File: src/rtl/vedm_multichannel_voltage_scaler.sv
// vedm_multichannel_voltage_scaler
//
// Takes time-multiplexed samples from CHANNELS sources and scales each one by a
// per-sample gain. The product is shifted right by SHIFT and saturated to DATA_W
// bits. The scaled samples of each channel are averaged over blocks of
// 2**AVG_LOG2 samples, and the block average is emitted once per block.
//
// Ports
//   clk       clock, rising edge
//   rst_n     asynchronous active-low reset
//   ena       global enable; low freezes all registers
//   clr       synchronous clear of accumulators, counters, sat_flag, stage 1
//   in_valid  sample strobe (accepted when in_valid & ena)
//   in_ch     sample channel; values >= CHANNELS are dropped
//   in_data   raw unsigned sample
//   gain      unsigned gain, sampled with in_data
//   out_valid one-cycle strobe for a new average
//   out_ch    channel of the average
//   out_data  averaged, scaled, saturated value
//   sat_flag  sticky saturation indicator since reset/clr

module vedm_multichannel_voltage_scaler #(
    parameter int DATA_W   = 8,
    parameter int GAIN_W   = 4,
    parameter int SHIFT    = 1,
    parameter int CHANNELS = 4,
    parameter int AVG_LOG2 = 2,
    localparam int CH_W    = $clog2(CHANNELS)
) (
    input  logic              clk,
    input  logic              rst_n,
    input  logic              ena,
    input  logic              clr,
    input  logic              in_valid,
    input  logic [CH_W-1:0]   in_ch,
    input  logic [DATA_W-1:0] in_data,
    input  logic [GAIN_W-1:0] gain,
    output logic              out_valid,
    output logic [CH_W-1:0]   out_ch,
    output logic [DATA_W-1:0] out_data,
    output logic              sat_flag
);

    localparam int PROD_W = DATA_W + GAIN_W;
    localparam int ACC_W  = DATA_W + AVG_LOG2;
    // A zero-width counter is not legal; with AVG_LOG2 = 0 the single counter
    // bit stays 0 and every sample completes its own block.
    localparam int CNT_W  = (AVG_LOG2 > 0) ? AVG_LOG2 : 1;
    // The storage is sized to the full index range, so a dynamic index never
    // reads outside the array.
    localparam int NSLOT  = 1 << CH_W;

    localparam logic [CNT_W-1:0]  CNT_LAST = CNT_W'((1 << AVG_LOG2) - 1);
    localparam logic [PROD_W-1:0] DATA_MAX = PROD_W'((1 << DATA_W) - 1);

    // stage 1
    logic              s1_valid;
    logic [PROD_W-1:0] s1_prod;
    logic [CH_W-1:0]   s1_ch;

    // per-channel block state
    logic [ACC_W-1:0]  acc [NSLOT];
    logic [CNT_W-1:0]  cnt [NSLOT];

    logic              ch_ok;
    logic [PROD_W-1:0] scaled_full;
    logic              sat_now;
    logic [DATA_W-1:0] scaled;
    logic [ACC_W-1:0]  acc_sum;
    logic              block_done;
    logic [DATA_W-1:0] avg;

    // The channel index is widened by one bit so that CHANNELS itself can be
    // represented even when it is a power of two.
    assign ch_ok = ({1'b0, in_ch} < (CH_W + 1)'(CHANNELS));

    always_comb begin
        scaled_full = s1_prod >> SHIFT;
        sat_now     = (scaled_full > DATA_MAX);
        scaled      = sat_now ? {DATA_W{1'b1}} : scaled_full[DATA_W-1:0];
        // acc holds at most (2**AVG_LOG2 - 1) full-scale samples, so adding one
        // more sample always fits in ACC_W bits.
        acc_sum     = acc[s1_ch] + ACC_W'(scaled);
        block_done  = (cnt[s1_ch] == CNT_LAST);
        avg         = DATA_W'(acc_sum >> AVG_LOG2);
    end

    // Stage 1: capture product, channel and valid
    always_ff @(posedge clk or negedge rst_n) begin
        if (!rst_n) begin
            s1_valid <= 1'b0;
            s1_prod  <= '0;
            s1_ch    <= '0;
        end else if (ena) begin
            if (clr) begin
                s1_valid <= 1'b0;
            end else begin
                s1_valid <= in_valid & ch_ok;
                s1_prod  <= PROD_W'(in_data) * PROD_W'(gain);
                s1_ch    <= in_ch;
            end
        end
    end

    // Stage 2: saturate, accumulate, emit block average
    always_ff @(posedge clk or negedge rst_n) begin
        if (!rst_n) begin
            for (int i = 0; i < NSLOT; i++) begin
                acc[i] <= '0;
                cnt[i] <= '0;
            end
            out_valid <= 1'b0;
            out_ch    <= '0;
            out_data  <= '0;
            sat_flag  <= 1'b0;
        end else if (ena) begin
            if (clr) begin
                for (int i = 0; i < NSLOT; i++) begin
                    acc[i] <= '0;
                    cnt[i] <= '0;
                end
                out_valid <= 1'b0;
                sat_flag  <= 1'b0;
            end else begin
                out_valid <= 1'b0;
                if (s1_valid) begin
                    if (sat_now) begin
                        sat_flag <= 1'b1;
                    end
                    if (block_done) begin
                        out_valid   <= 1'b1;
                        out_ch      <= s1_ch;
                        out_data    <= avg;
                        acc[s1_ch]  <= '0;
                        cnt[s1_ch]  <= '0;
                    end else begin
                        acc[s1_ch]  <= acc_sum;
                        cnt[s1_ch]  <= cnt[s1_ch] + 1'b1;
                    end
                end
            end
        end
    end

endmodule

File: config.mk
export PLATFORM = sky130hd
export DESIGN_NAME = vedm_multichannel_voltage_scaler
export DESIGN_NICKNAME = d
export VERILOG_FILES = /design/src/rtl/vedm_multichannel_voltage_scaler.sv
export SDC_FILE = /design/constraint.sdc
export NUM_CORES = 1
export LEC_CHECK = 0
export ABC_AREA = 1
export CAP_MARGIN = 0
export CORE_ASPECT_RATIO = 1.2
export CORE_MARGIN = 1.5
export CORE_UTILIZATION = 65
export DETAILED_ROUTE_END_ITERATION = 7
export PLACE_DENSITY = 0.86
export SLEW_MARGIN = 10
export SYNTH_ARGS = -nofsm -noshare
export SYNTH_HDL_FRONTEND = slang
export SYNTH_SLANG_ARGS = --single-unit
export TNS_END_PERCENT = 20
File: constraint.sdc
create_clock -name clk -period 7.15 [get_ports clk]
set_input_delay 0.715 -clock clk [delete_from_list [all_inputs] [get_ports clk]]
set_output_delay 0.715 -clock clk [all_outputs]
set_load 0.005 [all_outputs]
== Word level (Yosys, flattened, before mapping) ==
Cells that the tools add are included.

* Input bits: 19
* Bits in read-only memories: 0
* Memory bits (writable): 0
* Latch bits: 0
* Bits in registers: 75
* Memories: 0

* Equality and inequality tests: 1
* Reductions and logical operators: 7
* Order comparisons: 3
* Shift-type cells: 0
* Multiply operators: 1
* Mux-type cells: 26
* Bitwise gates (word level): 6
* Divide/modulo/power cells: 0
* $add $sub $neg: 2

{| class="wikitable"
|+ Operator list
! cell !! count
|-
| 40-bit two-way mux || 3
|-
| 40-bit AND || 1
|-
| 40-bit bitwise mux || 1
|-
| 40-bit NOT || 1
|-
| 8-bit two-way mux || 4
|-
| 10-bit two-way mux || 3
|-
| 10-bit binary-select mux with 2-bit select || 1
|-
| 10-bit demux with 2-bit select || 1
|-
| 8-bit by 4-bit multiplier with 12-bit output || 1
|-
| 11-bit by 8-bit greater-than comparator with 1-bit output (second input constant) || 1
|-
| 10-bit by 8-bit adder with 10-bit output || 1
|-
| 8-bit AND || 1
|-
| 8-bit bitwise mux || 1
|-
| 8-bit NOT || 1
|-
| 1-bit two-way mux || 7
|-
| 2-bit two-way mux || 3
|-
| 2-bit binary-select mux with 2-bit select || 1
|-
| 2-bit demux with 2-bit select || 1
|-
| 2-bit AND reduction || 2
|-
| 4-bit AND reduction || 1
|-
| 2-bit nonzero test || 2
|-
| 3-bit >= comparator (second input constant) || 1
|-
| 3-bit by 1-bit less-than comparator with 1-bit output (second input constant) || 1
|-
| 2-bit NOT with 3-bit output || 1
|-
| other kinds (5) || 5
|}

== Logic depth before layout (Yosys ltp) ==
* Depth in word-level cells: 10
* Gate-level depth with buffers: 19

== Worst setup path after synthesis ==
Ideal clock, no wire load.

* Path type: input port to flip-flop
* Start point: input gain[3]
* End point: register s1_prod[8]
* Library setup time: 0.118 ns
* Data required time: 7.032 ns
* Stages on the path: 14
* Data arrival time: 3.146 ns
* Setup slack: 3.886 ns
* Path through: clkbuf_1 nand2_1 fa_1 inv_1 fa_1 ha_1 nand3_1 nand2_1 nand2_1 nand2_1 a21oi_1 or2_2 nand3_1 nand2_1

* Cells in the longest elaborated chain, start to end: 1

{| class="wikitable"
|+ Ends and longest elaborated chain
! item !! RTL line !! RTL
|-
| from (decl) || 37 || <nowiki>input logic [GAIN_W-1:0] gain,</nowiki>
|-
| 8-bit by 4-bit multiplier with 12-bit output || 99 || <nowiki>s1_prod <= PROD_W'(in_data) * PROD_W'(gain);</nowiki>
|-
| to (signal assigned) || 99 ||
|-
| to (decl) || 58 || <nowiki>logic [PROD_W-1:0] s1_prod;</nowiki>
|}

No other way between the ends.
A chain may end at the register's enable or synchronous reset.

== Worst setup path after layout ==
* Start point: register s1_ch[1]
* End point: register acc[12] (netlist bit)

* Cells in the longest elaborated chain, start to end: 10
* Elaborated cells on any way between the ends: 20

{| class="wikitable"
|+ Ends and longest elaborated chain
! item !! RTL line !! RTL
|-
| from (decl) || 59 || <nowiki>logic [CH_W-1:0] s1_ch;</nowiki>
|-
| from (signal assigned) || 100 || <nowiki>s1_ch <= in_ch;</nowiki>
|-
| 2-bit NOT with 3-bit output (implied by the code) (*) || -- ||
|-
| parallel branches: the longest is 6 deep, another holds 10-bit by 8-bit adder with 10-bit output || -- ||
|-
| 40-bit two-way mux (*) || 130 || <nowiki>if (block_done) begin</nowiki>
|-
| 40-bit two-way mux (*) || 126 || <nowiki>if (s1_valid) begin</nowiki>
|-
| 40-bit two-way mux (*) || 117 || <nowiki>if (clr) begin</nowiki>
|-
| to (signal, indexed assignment) || 137 || <nowiki>acc[s1_ch] <= acc_sum;</nowiki>
|-
| to (decl) || 62 || <nowiki>logic [ACC_W-1:0] acc [NSLOT];</nowiki>
|}

Mark *: on every way between the ends. The select of a mux whose other input is x is not followed.

==> impl_metrics.toml <==
[floorplan]
row_count = 34
fp.dieH_microns = 97.5
fp.dieW_microns = 81.8
dieArea_sq_um = 7970
core_area_sq_um = 7230
io_pins = 31
start_util_pct = 66.9

[yosys]
synth_top_cell_by_area = "dfrtp_1"
synthArstFlopShare_pct = 100
yosysSeqAreaShare_pct = 38.3
synth_area_leaders = "dfrtp_1 (38%), nand2_1 (13%), inv_1 (7.4%)"
synth.cell_area_sq_um = 4840
yosys_register_bits = 74
synth_enable_flop_cells = 0
synth_flop_cell = "dfrtp_1"
avgSynthCellArea_sq_um = 7.68
synth_nets = 687
yosysWarningCount = 0
synthCells = 630
synth_top_area_share_pct = 38.3
ys_types = 42

[cts]
ctsHtreeMaxLevel = 3
postCtsSetupBuffers = 0
cts_tree = "done"
hold_buffers = 0
clockRootBuffer = "clkbuf_8"
ctsResizeCount = 0
clk_pin_slew_ns = 0.08
cts_sinks = 74
numCtsBuffers = 9
cts_max_path_buffers = 2
clk_latency_ns = 0.37

[pwr]
cellPowerDensity_nw_per_um2 = 387
leakagePower_nw = 2.80
finalPower_w = 0.00209
peakVddDrop_mv = 0.212

[drt]
drtPass1Iterations = 5
antenna_left = 0
drc = 0
wl_mm = 12.8
routed.top_layer = "met4"
wl_met3_microns = 856
first_iter_violations = 408
vias = 4594
via_per_inst = 6.10
wl_met1_mm = 4.63
detail_route.wl_per_cell_microns = 17.0
wl_met2_mm = 6.56

[critical_path]
reg2reg_depth = 12
cp_num_buf_inv = 4
crit_family = "buffers and inverters"
cp-startpoint = "s1_ch[1]"
worst_r2r_endpoint = "acc[12]"
crit_chain = "inv_1 > nand2_1 > inv_1 > a22oi_1 > o221ai_1 > ha_1 > clkinv_1 > nand2_1 > o21ai_2 > nor2_4 > inv_2 > o32ai_2"
slowest_stage = "clkinv_1"
cpPeakStageDelay_ns = 0.88
cp.required_ns = 7.42
worstPathMaxFanout = 26
r2r-start = "s1_ch[1]"
rrSetupSlack_ns = 2.73
crit_cells = 12
crit_arrival_ns = 4.69
worstSetupPathType = "reg -> reg"
critPathLaunchType = "register"
endpoint_kind = "register"

[timing]
finalHoldViolCount = 0
setup_viol = 0
fmax_mhz = 226
rsz0062_at_grt = "no"
worstMarginPinSlew_ns = 0.923
period_share_pct = 61.8
fin_crit_ns = 4.42
slew_viol_final = 0
fin_tns_setup_ns = 0
max_slew_margin_pct = 38.5
clock_skew_ns = 0.0148

[placed_design]
hpwl_mm = 9.65
numPortBuffers = 30
placedCellCount = 737
place_congestion = 0.947

[layout]
final_cells = 753
drive_above_1_share_pct = 7.39
finalNetCount = 715
area_growth_pct = 11.6
multiInputGateArea_sq_um = 2530
register_area_sq_um = 1850
n_antenna_cell = 0
fillers = 542

[job]
drv_cap = 0

[grt]
grt_antenna_before_repair = 0
grt_max_degree = 75
grt_remaining_overflow = 0
grt_pass1_vias = 4698
grt_usage_pct = 34.9
grt_pass1_wl_mm = 21.1

[hold_path]
min_from = "s1_prod[3]"
worstHoldPathType = "reg -> reg"
hold_depth = 2
holdPathEnd = "s1_prod[3]"

[run_status]
status = "finished clean"
where the power goes:
part	internal, W	switching (W)	total [W]
Clock	0.000162	0.000172	0.000334
Sequential	0.000576	0.0000901	0.000666
Combinational	0.000375	0.000714	0.00109
layout make-up:
class                      count  area share, %
sequential                    74           34.3
inverter                     105           7.30
clock buffer                  10           2.36
timing repair buffer          33           5.89
clock inverter                 6           1.23
multi-input combinational    435           46.8
tap                           90           2.09
sequential cells by signal (all words and copies together) (netlist names):
signal	cells
acc	40
cnt	8
out_data	8
s1_prod	11
out_ch	2
s1_valid	1
out_valid	1
s1_ch	2
sat_flag	1
how the worst max path moves through the flow:
stage / slack [ns] / endpoint
6_report: 2.73 / acc[12]
5_1_grt: 2.30 / acc[19]
4_1_cts: 2.90 / acc[12]
3_5_place_dp: 2.93 / cnt[3]
3_3_place_gp: 3.13 / acc[2]
2_1_floorplan: 3.89 / s1_prod[8]
worst reg2reg max path: stages (launching register included):
cell and delay (ns):
dfrtp_1 0.42, inv_1 0.13, nand2_1 0.35, inv_1 0.33
a22oi_1 0.13, o221ai_1 0.11, ha_1 0.72, clkinv_1 0.88
nand2_1 0.46, o21ai_2 0.18, nor2_4 0.25, inv_2 0.15
o32ai_2 0.22
cells in the final DEF (no fill, tap or decap), types with 3 or more instances in the layout:
master           count
nand2_1            162
inv_1               96
dfrtp_1             74
o21ai_0             56
nand3_1             37
nor2_1              29
clkdlybuf4s50_1     29
a21oi_1             28
o22ai_1             25
ha_1                25
fa_1                13
or2_2                9
clkbuf_8             9
inv_2                8
a221oi_1             6
xnor2_1              6
a31oi_1              5
nand4_1              4
o21ai_2              3
clkinvlp_4           3
buf_4                3
stage by stage:
stage / utilization (%) / hold WS [ns] / worst slack (ns) / instance area [sq um]
6_report: 74.7 / 0.480 / 2.73 / 5400
5_1_grt: 74.7 / 0.498 / 2.30 / 5400
4_1_cts: 74.7 / 0.483 / 2.90 / 5400
3_5_place_dp: 72.0 / 0.459 / 2.93 / 5210
3_3_place_gp: 72.0 / 0.448 / 3.13 / 5210
2_1_floorplan: - / 0.419 / 3.89 / 4840
metal layers:
| layer | global-route usage (%) | vias up |
|---|---|---|
| met4 | 20.1 | 0 |
| met2 | 59.3 | 235 |
| met3 | 7.51 | 62 |
| met5 | 0 | - |
| met1 | 39.1 | 2178 |
| li1 | - | 2119 |
cells by family (layout without fill, tap and decap cells):
logic type / count (synthesis) / in the layout / share of synthesized area, %
AOI/OAI and AO/OA: 139 / 139 / 17.2
xor gates and xnor gates: 8 / 8 / 1.45
adders and majority gates: 38 / 38 / 11.8
buffers and inverters: 121 / 154 / 9.44
DFF: 74 / 74 / 38.3
and+or+nand+nor: 250 / 250 / 21.8
cells in the mapped netlist, types with 6 or more instances:
library cell	number
inv_2	8
o21ai_0	56
dfrtp_1	74
clkbuf_1	12
or2_2	9
ha_1	25
a21oi_1	28
inv_1	96
nor2_1	29
fa_1	13
nand2_1	162
o22ai_1	25
a221oi_1	6
xnor2_1	6
nand3_1	37
No activity file was read; power rests on OpenSTA's default activity.
==> RTL change 1, RTL diff (same settings) <==
Set the parameter `CHANNELS` to 2 (it was 4).
--- a/src/rtl/vedm_multichannel_voltage_scaler.sv
+++ b/src/rtl/vedm_multichannel_voltage_scaler.sv
@@ -24,5 +24,5 @@
     parameter int GAIN_W   = 4,
     parameter int SHIFT    = 1,
-    parameter int CHANNELS = 4,
+    parameter int CHANNELS = 2,
     parameter int AVG_LOG2 = 2,
     localparam int CH_W    = $clog2(CHANNELS)
Ports: changed (resized in_ch and out_ch); port bits go from 31 to 29. The function was not compared with the original's and may differ.
==> RTL change 1 against the unedited design <==
  * Worst setup slack better by 0.84 ns
  * Critical path depth down 1
  * Sequential cell count down 26
  * Combinational power down 35%
  * First-iteration DRC count down 47%
  * Power down 36%
  * Design area down 25%
  * Highest routed layer unchanged
  * Area after synthesis down 25%
  * Routed wire length down 38%
==> RTL change 1: results (changes against the unedited design) <==
- Iter 0 DRT Violations: 217 (-47%)
- Worst-Skew Late Latency: 0.31 ns (-0.06 ns)
- Sequential area share after synthesis: 32.9% (-5.3 points)
- Synth Area in XOR/XNOR: 1.20% (-0.25 points)
- Number of global-route vias before repair: 3324 (-29%)
- Run status: finished clean
- Gr usage total: 28.6% (-6.3 points)
- Clock skew: 0.00798 ns (-0.00677 ns)
- Worst-path maximum fanout: 8 (-69%)
- Leak: 2.28 nW (-18%)
- Share of cells above drive strength 1: 6.57% (-0.82 points)
- Switching Fraction: 43.3% (-3.4 points)
- Number of flip-flops under the largest register name: 20 (-50%)
- Crit share post-route: 50.1% (-12 points)
- Cts bufs inserted: 5 (-4)
- Post-placement setup slack: 3.26 ns (+0.326 ns)
- R2R Path Start: s1_ch
- Critical path class: in -> reg
- Arr. time, crit path: 3.78 ns (-0.91 ns)
- Top cells by area, synth: dfrtp_1, nand2_1, ha_1
- Crit. Startpoint: gain[2]
- RR Endpoint: out_ch
- Worst Reg2Reg Path Length in Cells: 8 (-4)
- Post-synth top cells: nand2_1, inv_1, dfrtp_1
- Cell variety after synth: 32 (-24%)
- Post-DP HPWL: 6210 um (-36%)
## RTL change 1: power groups by stage
stage	Combinational, mW	Clock [mW]	Sequential, mW
floorplan	0.521	0	0.410
global route	0.810	0.226	0.431
global placement	0.675	0	0.421
detailed placement	0.699	0	0.425
finish	0.708	0.217	0.422
CTS	0.704	0.215	0.420
## RTL change 1: routing by layer
layer / wire, um / part of all wire [%] / vias up / track usage (%)
met1: 3170 / 40 / 1578 / 31.8
met2: 4250 / 54 / 103 / 53.6
li1: - / - / 1653 / -
met4: 228 / 2.9 / 0 / 12.3
met5: 0 / 0 / - / 0
met3: 286 / 3.6 / 23 / 3.56
## RTL change 1: how the worst min path moves through the flow
stage / start / end / slack, ns / depth (start not counted)
6_report: s1_prod[3] / s1_prod[3] / 0.47 / 2
5_1_grt: s1_prod[3] / s1_prod[3] / 0.50 / 2
3_3_place_gp: s1_prod[3] / s1_prod[3] / 0.45 / 2
3_5_place_dp: s1_prod[3] / s1_prod[3] / 0.45 / 2
4_1_cts: s1_prod[3] / s1_prod[3] / 0.47 / 2
2_1_floorplan: rst_n / acc[0] / 0.42 / 0
## RTL change 1: logic make-up after synthesis
logic type / after synthesis
compound gates: 71
xor+xnor: 5
fa+ha+maj: 38
buf+inv: 91
flops: 48
simple gates: 256
## RTL change 1: cell type report
type                    instances  area [um2]  area share, %
flip-flops and latches         48        1200           29.5
multi-input cells             370        2090           51.4
repair buffers                 28         275           6.77
well taps                      62        77.6           1.91
clock inverters                 1        30.0          0.738
inverters                      79         297           7.29
clock buffers                   7        96.3           2.37
## RTL change 1: worst max-delay path, cell delays in order
cell,delay (ns)
clkdlybuf4s50_1,0.62
nand2_1,0.13
fa_1,0.50
fa_1,0.55
inv_1,0.07
fa_1,0.46
nand3_1,0.10
nand2_1,0.12
a21oi_1,0.22
xor2_1,0.19
o21ai_0,0.09
## RTL change 1: stage by stage
stage               cells  hold slack (ns)
global route          595            0.496
finish                595            0.468
detailed placement    587            0.454
CTS                   595            0.472
global placement      587            0.447
floorplan             509            0.419
==> RTL change 2, RTL diff (config.mk and constraints unchanged) <==
Without the edit above. Register the inputs `ena`, `clr`, `in_valid`, `in_ch`, `in_data` and `gain` before use, with the module's reset. The logic sees them one clock later.
--- a/src/rtl/vedm_multichannel_voltage_scaler.sv
+++ b/src/rtl/vedm_multichannel_voltage_scaler.sv
@@ -54,4 +54,29 @@
     localparam logic [PROD_W-1:0] DATA_MAX = PROD_W'((1 << DATA_W) - 1);
 
+    logic ena_q;
+    logic clr_q;
+    logic in_valid_q;
+    logic [CH_W-1:0] in_ch_q;
+    logic [DATA_W-1:0] in_data_q;
+    logic [GAIN_W-1:0] gain_q;
+
+    always_ff @(posedge clk or negedge rst_n) begin
+        if (!rst_n) begin
+            ena_q      <= '0;
+            clr_q      <= '0;
+            in_valid_q <= '0;
+            in_ch_q    <= '0;
+            in_data_q  <= '0;
+            gain_q     <= '0;
+        end else begin
+            ena_q      <= ena;
+            clr_q      <= clr;
+            in_valid_q <= in_valid;
+            in_ch_q    <= in_ch;
+            in_data_q  <= in_data;
+            gain_q     <= gain;
+        end
+    end
+
     // stage 1
     logic              s1_valid;
@@ -73,5 +98,5 @@
     // The channel index is widened by one bit so that CHANNELS itself can be
     // represented even when it is a power of two.
-    assign ch_ok = ({1'b0, in_ch} < (CH_W + 1)'(CHANNELS));
+    assign ch_ok = ({1'b0, in_ch_q} < (CH_W + 1)'(CHANNELS));
 
     always_comb begin
@@ -92,11 +117,11 @@
             s1_prod  <= '0;
             s1_ch    <= '0;
-        end else if (ena) begin
-            if (clr) begin
+        end else if (ena_q) begin
+            if (clr_q) begin
                 s1_valid <= 1'b0;
             end else begin
-                s1_valid <= in_valid & ch_ok;
-                s1_prod  <= PROD_W'(in_data) * PROD_W'(gain);
-                s1_ch    <= in_ch;
+                s1_valid <= in_valid_q & ch_ok;
+                s1_prod  <= PROD_W'(in_data_q) * PROD_W'(gain_q);
+                s1_ch    <= in_ch_q;
             end
         end
@@ -114,6 +139,6 @@
             out_data  <= '0;
             sat_flag  <= 1'b0;
-        end else if (ena) begin
-            if (clr) begin
+        end else if (ena_q) begin
+            if (clr_q) begin
                 for (int i = 0; i < NSLOT; i++) begin
                     acc[i] <= '0;
Formal check against the unedited RTL: not equivalent (a bounded check fails within 4 cycles, from zero or initial values and one cycle with rst_n low).
==> RTL change 2 against the unedited design <==
  * Largest power group unchanged
  * Routed wire length grew 5.7%
  * First-iteration DRC count shrank 11%
  * Worst setup slack gained 0.32 ns
  * Largest cell class unchanged
  * Critical path type unchanged
  * Sequential cell count grew 17
  * Design area grew 9.8%
  * Area after synthesis grew 10%
  * Power shrank 9.8%
  * Sequential share of layout area grew 4.1 points
==> RTL change 2: results (changes against the unedited design) <==
- Iter 0 DRT Violations: 362 (-11%)
- # placed instances: 772 (+4.7%)
- Share of cells above drive strength 1: 8.51% (+1.1 points)
- Routed WL: 13500 um (+5.7%)
- M3 GR Usage: 6.46% (-1.0 points)
- Met2 wire len: 6810 um (+3.8%)
- Critical path's slowest cell: ha_1
- Switching Fraction: 42.0% (-4.7 points)
- Post-placement setup slack: 3.18 ns (+0.246 ns)
- Leak: 3.07 nW (+9.8%)
- Sequential area share after synthesis: 42.6% (+4.4 points)
- Compound-Gate Fraction of Synth Area: 16.0% (-1.2 points)
- DR vias/cell: 5.99 (-1.9%)
- Run status: finished clean
- Pint: 1.09 mW (-1.8%)
- WL met3: 885 um (+3.4%)
- Worst-path maximum fanout: 28 (+7.7%)
- Placer congestion estimate: 0.995 (+5.0%)
- Mapped Cells: 663 (+5.2%)
- Met2 Use GR: 56.1% (-3.2 points)
- Post-DP HPWL: 10000 um (+4.0%)
- Synth Area in XOR/XNOR: 1.31% (-0.14 points)
- Number of global-route vias before repair: 4566 (-2.8%)
- Gr usage total: 32.0% (-2.9 points)
- Clock skew: 0.00762 ns (-0.00713 ns)
- WL met1: 5330 um (+15%)
- First-pass GRT wire length: 21500 um (+1.6%)
-- RTL change 2: worst paths after layout --
path	startpoint	slack (ns)	depth (start not counted)	endpoint
min	s1_prod[3]	0.48	2	s1_prod[3]
max reg2reg	s1_ch[0]	3.05	14	acc[33]
min reg2reg	s1_prod[3]	0.48	2	s1_prod[3]
max	s1_ch[0]	3.05	14	acc[33]
min in group asynchronous	rst_n	0.53	1	acc[14]
max in group asynchronous	rst_n	5.88	1	in_data_q[4]
-- RTL change 2: layout make-up --
cell class | instances | area (um2)
Clock buffer | 9 | 124
Inverter | 107 | 403
Fill cell | 591 | 2130
Tap cell | 95 | 119
Clock inverter | 7 | 116
Sequential cell | 91 | 2280
Multi-Input combinational cell | 449 | 2590
Timing Repair Buffer | 30 | 298
-- RTL change 2: power by group through the flow --
stage	clock [mW]	combinational [mW]	sequential, mW
floorplan	0	0.526	0.661
detailed placement	0	0.756	0.679
CTS	0.423	0.766	0.669
global route	0.439	0.863	0.679
finish	0.422	0.792	0.671
global placement	0	0.729	0.676
